[config.mk]
export PLATFORM = sky130hd
export DESIGN_NAME = inversemap_ram_arbiter
export DESIGN_NICKNAME = d
export VERILOG_FILES = /design/src/rtl/inversemap_ram_arbiter.sv
export SDC_FILE = /design/constraint.sdc
export NUM_CORES = 1
export LEC_CHECK = 0
export CORE_MARGIN = 1
export CORE_UTILIZATION = 43
export CTS_CLUSTER_SIZE = 28
export DETAILED_ROUTE_END_ITERATION = 16
export PLACE_DENSITY = 0.81
export SETUP_SLACK_MARGIN = 0.05
export SLEW_MARGIN = 20
export SYNTH_ARGS = -nofsm -noshare
export SYNTH_HDL_FRONTEND = slang
export SYNTH_SLANG_ARGS = --single-unit
[constraint.sdc]
create_clock -name i_clk -period 2.3 [get_ports i_clk]
set_input_delay 0.575 -clock i_clk [delete_from_list [all_inputs] [get_ports i_clk]]
set_output_delay 0.575 -clock i_clk [all_outputs]
set_load 0.02 [all_outputs]
[src/rtl/inversemap_ram_arbiter.sv]
// Arbiter sharing the 256x60 inversemap table RAM port between the config
// (read/write) and frame lookup (read) paths; read data is routed back by tag.
module inversemap_ram_arbiter #(
  parameter int unsigned RAM_RD_LAT   = 2,
  parameter int unsigned CFG_MAX_WAIT = 8
) (
  input  logic        i_clk,
  input  logic        i_rst_n,
  input  logic        i_lkp_req,
  input  logic [7:0]  iv_lkp_addr,
  output logic        o_lkp_ack,
  output logic        o_lkp_rdata_valid,
  output logic [59:0] ov_lkp_rdata,
  input  logic        i_cfg_req,
  input  logic        i_cfg_wr,
  input  logic [7:0]  iv_cfg_addr,
  input  logic [59:0] iv_cfg_wdata,
  output logic        o_cfg_ack,
  output logic        o_cfg_rdata_valid,
  output logic [59:0] ov_cfg_rdata,
  output logic [7:0]  ov_ram_addr,
  output logic [59:0] ov_ram_wdata,
  output logic        o_ram_wr,
  output logic        o_ram_rd,
  input  logic [59:0] iv_ram_rdata
);

  localparam int unsigned AW  = 8;
  localparam int unsigned DW  = 60;
  localparam int unsigned WCW = 8;
  localparam logic OWN_LKP = 1'b0;
  localparam logic OWN_CFG = 1'b1;

  logic [WCW-1:0]        wait_cnt_q, wait_cnt_d;
  logic                  force_c, cfg_gnt_c, lkp_gnt_c;
  logic [AW-1:0]         ram_addr_q, ram_addr_d;
  logic [DW-1:0]         ram_wdata_q, ram_wdata_d;
  logic                  ram_wr_q, ram_wr_d;
  logic                  ram_rd_q, ram_rd_d;
  logic [RAM_RD_LAT-1:0] tag_vld_q, tag_vld_d;
  logic [RAM_RD_LAT-1:0] tag_own_q, tag_own_d;
  logic                  lkp_rv_q, lkp_rv_d;
  logic                  cfg_rv_q, cfg_rv_d;
  logic [DW-1:0]         lkp_rdata_q, lkp_rdata_d;
  logic [DW-1:0]         cfg_rdata_q, cfg_rdata_d;

  // Lookup wins unless config has been starved for CFG_MAX_WAIT cycles.
  always_comb begin
    force_c   = (wait_cnt_q == WCW'(CFG_MAX_WAIT));
    cfg_gnt_c = i_cfg_req && (force_c || !i_lkp_req);
    lkp_gnt_c = i_lkp_req && !cfg_gnt_c;
  end

  assign o_lkp_ack = lkp_gnt_c;
  assign o_cfg_ack = cfg_gnt_c;

  always_comb begin
    wait_cnt_d  = wait_cnt_q;
    ram_addr_d  = ram_addr_q;
    ram_wdata_d = ram_wdata_q;
    ram_wr_d    = 1'b0;
    ram_rd_d    = 1'b0;
    tag_vld_d   = tag_vld_q;
    tag_own_d   = tag_own_q;
    lkp_rdata_d = lkp_rdata_q;
    cfg_rdata_d = cfg_rdata_q;

    if (!i_cfg_req || cfg_gnt_c) begin
      wait_cnt_d = '0;
    end else if (!force_c) begin
      wait_cnt_d = wait_cnt_q + WCW'(1);
    end

    if (cfg_gnt_c) begin
      ram_addr_d = iv_cfg_addr;
      if (i_cfg_wr) begin
        ram_wr_d    = 1'b1;
        ram_wdata_d = iv_cfg_wdata;
      end else begin
        ram_rd_d = 1'b1;
      end
    end else if (lkp_gnt_c) begin
      ram_addr_d = iv_lkp_addr;
      ram_rd_d   = 1'b1;
    end

    // Tags enter at grant time; writes travel as empty slots to keep alignment.
    tag_vld_d[0] = lkp_gnt_c || (cfg_gnt_c && !i_cfg_wr);
    tag_own_d[0] = cfg_gnt_c ? OWN_CFG : OWN_LKP;
    for (int i = 1; i < int'(RAM_RD_LAT); i++) begin
      tag_vld_d[i] = tag_vld_q[i-1];
      tag_own_d[i] = tag_own_q[i-1];
    end

    lkp_rv_d = tag_vld_q[RAM_RD_LAT-1] && (tag_own_q[RAM_RD_LAT-1] == OWN_LKP);
    cfg_rv_d = tag_vld_q[RAM_RD_LAT-1] && (tag_own_q[RAM_RD_LAT-1] == OWN_CFG);
    if (lkp_rv_d) lkp_rdata_d = iv_ram_rdata;
    if (cfg_rv_d) cfg_rdata_d = iv_ram_rdata;
  end

  always_ff @(posedge i_clk or negedge i_rst_n) begin
    if (!i_rst_n) begin
      wait_cnt_q  <= '0;
      ram_addr_q  <= '0;
      ram_wdata_q <= '0;
      ram_wr_q    <= 1'b0;
      ram_rd_q    <= 1'b0;
      tag_vld_q   <= '0;
      tag_own_q   <= '0;
      lkp_rv_q    <= 1'b0;
      cfg_rv_q    <= 1'b0;
      lkp_rdata_q <= '0;
      cfg_rdata_q <= '0;
    end else begin
      wait_cnt_q  <= wait_cnt_d;
      ram_addr_q  <= ram_addr_d;
      ram_wdata_q <= ram_wdata_d;
      ram_wr_q    <= ram_wr_d;
      ram_rd_q    <= ram_rd_d;
      tag_vld_q   <= tag_vld_d;
      tag_own_q   <= tag_own_d;
      lkp_rv_q    <= lkp_rv_d;
      cfg_rv_q    <= cfg_rv_d;
      lkp_rdata_q <= lkp_rdata_d;
      cfg_rdata_q <= cfg_rdata_d;
    end
  end

  assign ov_ram_addr       = ram_addr_q;
  assign ov_ram_wdata      = ram_wdata_q;
  assign o_ram_wr          = ram_wr_q;
  assign o_ram_rd          = ram_rd_q;
  assign o_lkp_rdata_valid = lkp_rv_q;
  assign ov_lkp_rdata      = lkp_rdata_q;
  assign o_cfg_rdata_valid = cfg_rv_q;
  assign ov_cfg_rdata      = cfg_rdata_q;

endmodule

# Yosys cells after proc, flatten, opt, wreduce, memory -nomap -nowiden

Index checks and enable logic that the tools add are counted.

Flip-flop bits (word level): 204
Input bits: 141
Output and inout bits: 194

Muxes and demuxes: 10
Equality and inequality tests: 2
Reduce and logical (&&, ||, !) cells: 14
Bitwise operators: 1
Add/sub/neg operators: 1

Operators by type and width:

| operator                                       | number |
|---|---|
| 2-to-1 mux 8 bit                               | 4 |
| adder 8 x 1 -> 8 bit (second input constant)   | 1 |
| == test 8 x 4 -> 1 bit (second input constant) | 1 |
| 2-to-1 mux 1 bit                               | 6 |
| logical AND 1 bit                              | 5 |
| zero test 1 bit                                | 4 |
| logical OR 1 bit                               | 3 |
| != test 2 x 1 -> 1 bit (second input constant) | 1 |
| AND reduction 2 bit                            | 1 |
| nonzero test 2 bit                             | 1 |
| inverter 1 bit                                 | 1 |

# Longest topological paths before layout

Gate-level depths: netlist of run 1.

Depth in word-level cells: 7
Gate-level depth with buffers: 8
Depth with buffers taken out: 6

# Least setup slack after synthesis of run 1

OpenSTA, ideal clock, no wires.

Path kind: reg-to-output
Start: register wait_cnt_q[0]
End: output o_lkp_ack
Data arrival time: 1,664 ps
Slack: 61 ps
Stages on the path, launching flop included: 8
Path through: dfrtp_1 > inv_1 > ha_1 > or4b_4 > o22ai_2 > buf_2 > nor2b_1 > buf_2

Word-level cells in the longest chain between the ends: 5

Ends and longest elaborated chain:

| what                     | line | source |
|---|---|---|
| start: declaration       | 34   | `logic [WCW-1:0] wait_cnt_q, wait_cnt_d;` |
| start signal: assignment | 115  | `wait_cnt_q <= wait_cnt_d;` |
| == test 8 x 4 -> 1 bit   | 49   | `force_c = (wait_cnt_q == WCW'(CFG_MAX_WAIT));` |
| logical OR 1 bit         | 50   | `cfg_gnt_c = i_cfg_req && (force_c \|\| !i_lkp_req);` |
| logical AND 1 bit        | 50   |  |
| named net o_cfg_ack      | 18   | `output logic o_cfg_ack,` |
| zero test 1 bit          | 51   | `lkp_gnt_c = i_lkp_req && !cfg_gnt_c;` |
| logical AND 1 bit        | 51   |  |
| end: declaration         | 11   | `output logic o_lkp_ack,` |

The timed path passes the listed nets, and every way through them passes these cells.

# Worst setup path in the final report of run 1

Start: register wait_cnt_q[0]
End: output o_lkp_ack

Word-level cells in the longest chain between the ends: 5

Ends and longest elaborated chain:

| what                   | line |
|---|---|
| == test 8 x 4 -> 1 bit | 49 |
| logical OR 1 bit       | 50 |
| logical AND 1 bit      | 50 |
| zero test 1 bit        | 51 |
| logical AND 1 bit      | 51 |

No other way between the ends.

==> summary.md, run 1 <==
| Metric | Value |
|---|---|
| Status | finished, violations left |
| Failing checks | setup timing |
| Dominant cell type by area after synthesis | dfrtp_1 |
| Final hold vios | 0 |
| Main combinational cell family by area after synthesis | multiplexers |
| Post-synthesis cell type count | 25 |
| Worst hold path class | input port to async pin |
| Initial antenna violation count | 0 |
| Yosys reg bits | 203 |
| Final instance area | roughly 13000 sq um |
| Seq/Total Area, Yosys | about 65% |
| Worst clock skew | 0.00650 ns |
| Most frequent cell after synthesis | dfrtp_1 |
| Layout area overhead | 59.2% |
| Crit-path max FO | 3 |
| Clock slew at reported path FFs | around 0.060 ns |
| Adder-Cell Fraction of Synth Area | less than 1% |
| Synth Flop Type | dfrtp_1 |
| Largest net degree at the start of global routing | between 70 and 80 |
| Final Max Tran Viols | 0 |
| Via density per instance | ~4.9 |
| Fraction of layout cells with a size suffix above 1 | between 20% and 30% |
| Reg power frac | between 40% and 50% |
| Die Wd | around 140 microns |
| DRC | 0 |
| GP Congestion | 0.815 |
| Initial Util | 43.8% |
| Ys async rst share | 100% |
| Reg area | 5080 sq um |
| DRT Pass-1 Iters | 4 |
| Pint | approximately 8.1 mW |
| DRT Wirelength | between 20 and 25 mm |
| Pre-CTS setup slack | -0.702 ns |
| Die ar. | 18800 sq um |
| Most frequent cells after synthesis | 203 x dfrtp_1, 122 x mux2_2, 50 x mux2_4 |
| Pwr dens | between 800 and 900 nW/um^2 |
| H-tree depth reported by CTS | 1 |
| Least-Margin Pin Slew | between 0.6 and 0.7 ns |
| Iter 0 DRT Violations | 118 |
| Setup tns final | -6.26 ns |
| Placed cell area | 11600 sq um |
| CP Data Required Time | 1.73 ns |
| Overflow after GRT | 0 |
| Leakage | 5.43 nW |
| Post-Synth XOR/XNOR Area | less than 1% |
| Compound-gate portion of the synthesized area | around 1.8% |
| Post-CTS Hold Buffers | 0 |
| CP endpoint kind | output pin |
| Diodes inserted | 0 |
| Row count | ~50 |
| Combinational fraction of design power | between 20% and 30% |
| Clock Tree Buf Depth | 3 |
| Synth top area cells | dfrtp_1 65%, mux2_2 17%, mux2_4 9.5% |
| Die Y | between 100 and 150 microns |
| Post-DP HPWL | 14.3 mm |
| Cell area after synthesis | 7870 sq um |
| Switching pwr | a little over 3 mW |
| Gr usage total | between 20% and 30% |
| Fmax | approximately 400 MHz |
| Mux contribution to synthesized area | between 20 and 30% |
| Crit path DAT | approximately 1.9 ns |
| Clock power frac | around 31% |
| RSZ-0062 raised after global routing | true |
| Skew-Pair Late Insertion Delay | slightly below 0.5 ns |
| Critical path type | register to output pin |
| Slew HR | approximately 58% |
| Vias in the first global route | ~5.6k |
| Avg Cell Area, Syn | ~17 sq um |
| Max Cap Viol | 0 |
| CTS Buf Count | 21 |
| Hold_ws | between 0.1 and 0.15 ns |
| First-pass GRT wire length | 30.1 mm |
| Clk sinks | around 200 |
| CTS tree | done |
| Number of flops mapped to enable cells by yosys | 0 |
| Tcrit/Tclk final | 109% |
| Synth Instances | 460 |
| Area of the multi-input gates | around 2600 sq um |
| Critical Path Start Type | register |
| WL/cell | 18.9 microns |
| Switching Share | between 20% and 30% |
| Port Buffer Count | approximately 330 |
| Setup violators final | between 50 and 60 |
| Post-Synth Simple-Gate Area | 1.77% |
| Tmin final | ~2.5 ns |
| Setup WS post-layout | -0.196 ns |
| Syn Nets | around 600 |
| VDD IR-drop max | between 500 and 600 uV |
| Core area | 18000 sq um |
| Yosys top cell area share | between 60% and 70% |
| YS warnings | 0 |
| Root buf cell | clkbuf_16 |
| Fill count | between 1k and 1.5k |
| I/O pin count | 335 |
| Vias | 5297 |
| Nets@finish | around 980 |
| Post-DRT Antenna Nets | 0 |
critical path, stage by stage, from the launching register on:
cell     delay, ns
dfrtp_1       0.38
inv_1         0.06
ha_1          0.13
or4b_4        0.49
o22ai_4       0.14
nor2b_1       0.08
buf_2         0.16
cell usage in the layout (no fill, tap or decap), types with 5 or more instances in the layout:
cell type        netlist  layout
a22o_1                 8       8
mux2_4                50      51
xor2_1                 5       5
mux2_2               122     122
dfrtp_1              203     203
buf_4                  0      21
a21o_1                 8       8
inv_1                  5       5
clkbuf_16              0      21
mux2_1                 8       7
buf_12                 6       7
nand3_1                6       6
nor2_1                10      10
clkdlybuf4s50_1        0     330
clkbuf_8               0       6
path summary, 6_finish.rpt:
| kind | start | to | slack [ns] | depth (start not counted) |
|---|---|---|---|---|
| setup / recovery | wait_cnt_q[0] | o_lkp_ack | -0.20 | 6 |
| hold / removal | i_rst_n | ov_ram_wdata[44] | 0.11 | 1 |
| setup reg to reg | wait_cnt_q[0] | ov_ram_wdata[4] | -0.20 | 11 |
| hold reg to reg | tag_own_q[0] | tag_own_q[1] | 0.37 | 0 |
| max in group asynchronous | i_rst_n | o_cfg_rdata_valid | 1.50 | 2 |
| min in group i_clk | tag_own_q[0] | tag_own_q[1] | 0.37 | 0 |
what timing repair did:
item                       in CTS  in global routing
gates cloned                    4                  0
buffers inserted                8                  0
setup endpoints to repair      59                 63
resized for setup              25                  3
pin swaps                       1                  0
flip-flops by register name (all words and copies together), names as in the netlist:
signal / cells
ov_cfg_rdata: 60
ov_lkp_rdata: 60
ov_ram_wdata: 60
ov_ram_addr: 8
wait_cnt_q: 8
tag_own_q: 2
tag_vld_q: 2
o_cfg_rdata_valid: 1
o_lkp_rdata_valid: 1
o_ram_wr: 1
per-layer routing:
metal	global-route usage, %	share of wire (%)	wire (microns)
met4	6.47	2.6	527
met1	24.7	39	7850
met3	4.60	6.8	1380
met5	0	0	0
met2	37.8	52	10600
cell families after synthesis:
logic type / after synthesis
flops: 203
mux: 180
buf+inv: 27
simple gates: 25
compound gates: 17
xor+xnor: 6
fa+ha+maj: 2
power groups by stage:
stage               Clock [mW]  Sequential [mW]  Combinational [mW]
finish                    3.46             4.49                3.21
CTS                       3.55             4.50                3.23
global route              3.69             4.56                3.37
floorplan                    0             5.21               0.748
global placement             0             4.52                3.12
detailed placement           0             4.54                3.19
metrics by stage:
step / power, mW / utilization (%) / std cells
global placement: 7.64 / 64.5 / 1029
CTS: 11.3 / 69.6 / 1075
detailed placement: 7.73 / 64.5 / 1029
finish: 11.2 / 69.7 / 1075
global route: 11.6 / 69.7 / 1075
floorplan: 5.96 / - / 460
final cells by class:
| cell class | count | share of cell area [%] |
|---|---|---|
| Sequential cell | 203 | 40.6 |
| Timing Repair Buffer | 373 | 30.5 |
| Multi-Input combinational cell | 231 | 20.8 |
| Clock buffer | 29 | 4.84 |
| Tap cell | 229 | 2.29 |
| Clock inverter | 5 | 0.799 |
| Inverter | 5 | 0.150 |
Power figures use the tool's default switching activity.
==> run 2, diff against run 1 <==
Settings changed: CORE_UTILIZATION 43 to 30, PLACE_DENSITY 0.81 to default.
==> summary.md, run 2 (same netlist as run 1, synthesis figures left out) <==
| Metric | Value |
|---|---|
| Die Y | roughly 160 microns |
| Gr usage total | 14.9% |
| RSZ-0062 raised after global routing | true |
| Via density per instance | ~4.4 |
| Final instance area | approximately 12000 sq um |
| Nets@finish | about 1000 |
| Fmax | between 400 and 500 MHz |
| Switching pwr | 3.07 mW |
| Combinational fraction of design power | between 20% and 30% |
| Setup tns final | -0.449 ns |
| Design Power | 10.9 mW |
| Hold_ws | around 0.017 ns |
| Status | finished, violations left |
| Crit-path max FO | 3 |
| Tcrit/Tclk final | 108% |
| CP endpoint kind | output pin |
| Most frequent cells in the layout | 331 x clkdlybuf4s50_1, 203 x dfrtp_1, 122 x mux2_2, 50 x mux2_4, 25 x buf_4 |
| Die ar. | approximately 27000 sq um |
| H-tree depth reported by CTS | 1 |
| Worst hold path class | input port to async pin |
| Post-DP HPWL | 14.6 mm |
| Final hold vios | 0 |
| Switching Share | around 28% |
| VDD IR-drop max | between 400 and 500 uV |
| Core area | roughly 25000 sq um |
| DRC | 0 |
| Critical Path Start Type | register |
| Most common cell after layout, fill and taps aside | clkdlybuf4s50_1 |
| Worst R2R Setup Slack | -0.01 ns |
| CP Buf/Inv Count | 2 |
| CP Data Required Time | approximately 1.7 ns |
| Least-Margin Pin Slew | 0.412 ns |
| Setup WS post-layout | -0.180 ns |
| Slew HR | just over 70% |
| CTS tree | done |
| Max Cap Viol | 0 |
| GP Congestion | 0.754 |
| Reg power frac | 41.0% |
| Port Buffer Count | around 330 |
| Fraction of layout cells with a size suffix above 1 | 28.7% |
| Initial antenna violation count | 0 |
| Vias | between 5k and 6k |
| Tmin final | around 2.5 ns |
| I/O pin count | about 340 |
| Root buf cell | clkbuf_16 |
| WL/cell | around 17 microns |
| DRT Wirelength | between 20 and 25 mm |
| Slowest stage delay, CP | 0.48 ns |
| CTS Buf Count | 23 |
| Skew-Pair Late Insertion Delay | approximately 0.5 ns |
| Largest net degree at the start of global routing | 65 |
| Leakage | approximately 5.3 nW |
| Final Max Tran Viols | 0 |
| Clock Tree Buf Depth | 3 |
| Clk sinks | between 200 and 250 |
| Overflow after GRT | 0 |
| Vias in the first global route | approximately 5.5k |
| Iter 0 DRT Violations | 221 |
| Critical-path cell list | inv_1 > ha_1 > or4b_4 > o22ai_4 > nor2b_2 > buf_6 |
| Failing checks | setup timing |
| Critical path type | register to output pin |
| Diodes inserted | 0 |
| Layout area overhead | 57.8% |
| CP max stage cell | or4b_4 |
| Row count | slightly below 60 |
| Placed cell area | 11700 sq um |
| CP top delay family | simple AND/OR/NAND/NOR gates |
| DRT Pass-1 Iters | 4 |
| Setup violators final | 19 |
| Clock slew at reported path FFs | 0.06 ns |
| Pwr dens | between 800 and 900 nW/um^2 |
| Initial Util | approximately 30% |
| Pint | 7.83 mW |
| Placed cell count | 1131 |
| Final Non-Filler Cells | approximately 1.2k |
| Post-DRT Antenna Nets | 0 |
| Worst clock skew | just under 0.008 ns |
| Pre-CTS setup slack | -0.602 ns |
| Utilization after layout | about half |
| Crit path DAT | 1.90 ns |
| Clock power frac | a little under a third |
| First-pass GRT wire length | about 31 mm |
| Die Wd | between 150 and 200 microns |
| Post-CTS Hold Buffers | 0 |
## run 2: cell types whose count changed in the layout (fill, tap and decap cells not counted), sizes merged
cell and change:
clkbuf +5, bufinv -3, dlygate4sd2 -1, clkinv -1, buf -8, clkdlybuf4s50 +1
## run 2: final timing paths
| path | from | to | cells after the start |
|---|---|---|---|
| min in group i_clk | tag_own_q[0] | tag_own_q[1] | 0 |
| hold reg to reg | tag_own_q[0] | tag_own_q[1] | 0 |
| setup / recovery | wait_cnt_q[0] | o_lkp_ack | 6 |
| max in group asynchronous | i_rst_n | ov_cfg_rdata[28] | 2 |
| setup reg to reg | wait_cnt_q[0] | ov_ram_wdata[53] | 8 |
| hold / removal | i_rst_n | ov_ram_wdata[47] | 1 |
## run 2: final cells by class
type                       count  area [sq um]
fill                        2203         13100
clock buffer                  34           647
tap                          330           413
sequential                   203          5080
inverter                       5          18.8
timing repair buffer         365          3650
clock inverter                 1          5.00
multi-input combinational    231          2610
## run 2: power by group through the flow
stage	sequential, mW	combinational [mW]	clock (mW)
floorplan	5.21	0.748	0
global placement	4.53	3.17	0
detailed placement	4.53	3.20	0
CTS	4.48	3.21	3.40
global route	4.55	3.33	3.55
finish	4.47	3.16	3.27
## run 2: routing by layer
metal  vias up  GRT usage, %  share of wire (%)
met5         -             0                  0
met4         0          3.62                1.7
met3        26          4.44                8.7
met2       226          25.4                 49
met1      2556          18.3                 40
li1       2343             -                  -
## run 2: repair_timing
item,CTS,global route
hold endpoints to repair,0,0
pin swaps,3,1
endpoints found under the setup margin,61,61
setup buffers,2,1
gates resized for setup,14,2
cloned,1,0
==> run 3, diff against run 2 <==
Settings changed: CAP_MARGIN from default to 5, CTS_BUF_LIST from default to sky130_fd_sc_hd__clkbuf_16.
==> summary.md, run 3 (same netlist as run 1, synthesis figures left out) <==
| Metric | Value |
|---|---|
| Core area | about 25000 sq um |
| GP Congestion | 0.754 |
| Gr usage total | between 10% and 20% |
| Design Power | about 11 mW |
| Clock Tree Buf Depth | 3 |
| Tcrit/Tclk final | 108% |
| Port Buffer Count | 334 |
| CP endpoint kind | output pin |
| Worst R2R Setup Slack | -0.02 ns |
| Clk sinks | slightly above 200 |
| Setup WS post-layout | -0.174 ns |
| Post-DRT Antenna Nets | 0 |
| CTS tree | done |
| Nets@finish | just under 1k |
| Die Wd | about 160 microns |
| Clock slew at reported path FFs | about 0.06 ns |
| Max Cap Viol | 0 |
| Layout area overhead | 57.5% |
| Iter 0 DRT Violations | 227 |
| Final hold vios | 0 |
| Most common cell after layout, fill and taps aside | clkdlybuf4s50_1 |
| Pre-CTS setup slack | -0.602 ns |
| DRT Pass-1 Iters | 4 |
| Die Y | ~160 microns |
| RR Startpoint | wait_cnt_q[0] |
| Initial Util | a little under a third |
| Worst clock skew | ~0.0078 ns |
| Largest net degree at the start of global routing | 65 |
| Overflow after GRT | 0 |
| Most frequent cells in the layout | 331 x clkdlybuf4s50_1, 203 x dfrtp_1, 122 x mux2_2, 50 x mux2_4, 25 x buf_4 |
| DRT Wirelength | just over 20 mm |
| Tmin final | 2.47 ns |
| Die ar. | ~27000 sq um |
| Via density per instance | around 4.4 |
| Post-CTS Hold Buffers | 0 |
| Placed cell count | roughly 1.1k |
| Critical Path Start Type | register |
| Final instance area | between 10000 and 15000 sq um |
| Root buf cell | clkbuf_16 |
| DRC | 0 |
| Pwr dens | just under 900 nW/um^2 |
| Leakage | approximately 5.3 nW |
| Crit-path max FO | 3 |
| Crit path DAT | 1.90 ns |
| Placed cell area | 11700 sq um |
| Post-DP HPWL | ~15 mm |
| H-tree depth reported by CTS | 1 |
| Slew HR | 72.6% |
| Reg2reg path depth | 8 |
| Final Non-Filler Cells | between 1k and 1.5k |
| VDD IR-drop max | 490 uV |
| Final Max Tran Viols | 0 |
| Failing checks | setup timing |
| Fraction of layout cells with a size suffix above 1 | about 28% |
| Vias in the first global route | 5514 |
| Least-Margin Pin Slew | around 0.41 ns |
| Worst hold path class | input port to async pin |
| Reg2reg end | ov_ram_wdata[53] |
| Vias | 5145 |
| CP Data Required Time | about 1.7 ns |
| Fmax | 404 MHz |
| Setup violators final | 21 |
| Diodes inserted | 0 |
| First-pass GRT wire length | roughly 31 mm |
| WL/cell | between 15 and 20 microns |
| I/O pin count | between 300 and 400 |
| Status | finished, violations left |
| Row count | just under 60 |
| CTS Buf Count | 23 |
| Initial antenna violation count | 0 |
| Critical path type | register to output pin |
| Skew-Pair Late Insertion Delay | 0.50 ns |
| RSZ-0062 raised after global routing | true |
| Hold_ws | about 0.017 ns |
| Fill count | ~2.2k |
[run 3: changes by cell type in the layout (fill, tap and decap cells not counted)]
cell | before | now
clkbuf_1 | 8 | 0
clkbuf_8 | 4 | 1
clkinv_1 | 0 | 3
inv_1 | 5 | 13
[run 3: worst max-delay path by stage]
stage / startpoint / endpoint / slack, ns / depth (start not counted)
after floorplan: wait_cnt_q[0] / o_lkp_ack / 0.06 / 7
after global placement: i_cfg_req / o_cfg_ack / -0.59 / 4
after detailed placement: i_cfg_req / o_cfg_ack / -0.60 / 4
after CTS: wait_cnt_q[0] / o_lkp_ack / -0.21 / 6
after global routing: wait_cnt_q[1] / o_lkp_ack / -0.26 / 6
final: wait_cnt_q[0] / o_lkp_ack / -0.17 / 6
[run 3: area by class of cell]
cell class / instances / area [sq um] / area share, %
multi-input combinational: 231 / 2610 / 21.1
timing repair buffer: 365 / 3650 / 29.4
clock inverter: 12 / 46.3 / 0.374
sequential: 203 / 5080 / 41.0
tap: 330 / 413 / 3.33
inverter: 5 / 18.8 / 0.152
clock buffer: 23 / 576 / 4.65
[run 3: layer usage]
layer / share of wire, % / GRT usage, % / wire length [microns] / vias to the layer above
met1: 41 / 18.2 / 8260 / 2552
li1: - / - / - / 2346
met4: 1.7 / 3.62 / 340 / 0
met5: 0 / 0 / 0 / -
met2: 49 / 25.3 / 10000 / 221
met3: 8.6 / 4.44 / 1760 / 26
[run 3: per-stage QoR]
stage	TNS [ns]	utilization [%]
after global routing	-4.21	48.6
after global placement	-31.31	46.0
after CTS	-0.368	48.6
after floorplan	0	-
after detailed placement	-32.35	46.0
final	-0.563	48.6
[run 3: where the power goes]
part / leakage (nW) / total, mW / internal [mW] / switching, mW
Combinational: 2.59 / 3.16 / 1.77 / 1.39
Sequential: 2.41 / 4.47 / 4.15 / 0.318
Clock: 0.335 / 3.13 / 1.78 / 1.35
[run 3: worst max-delay path, stage by stage (launching register included)]
cell and delay [ns]:
dfrtp_1 0.37, inv_1 0.06, ha_1 0.13, or4b_4 0.48, o22ai_4 0.16, nor2b_2 0.07, buf_6 0.13
[run 3: repair_timing]
| item | in CTS | in global routing |
|---|---|---|
| resized for setup | 14 | 2 |
| buffers inserted | 2 | 1 |
| cloned | 1 | 0 |
| pin swaps | 3 | 1 |
| setup endpoints to repair | 61 | 61 |
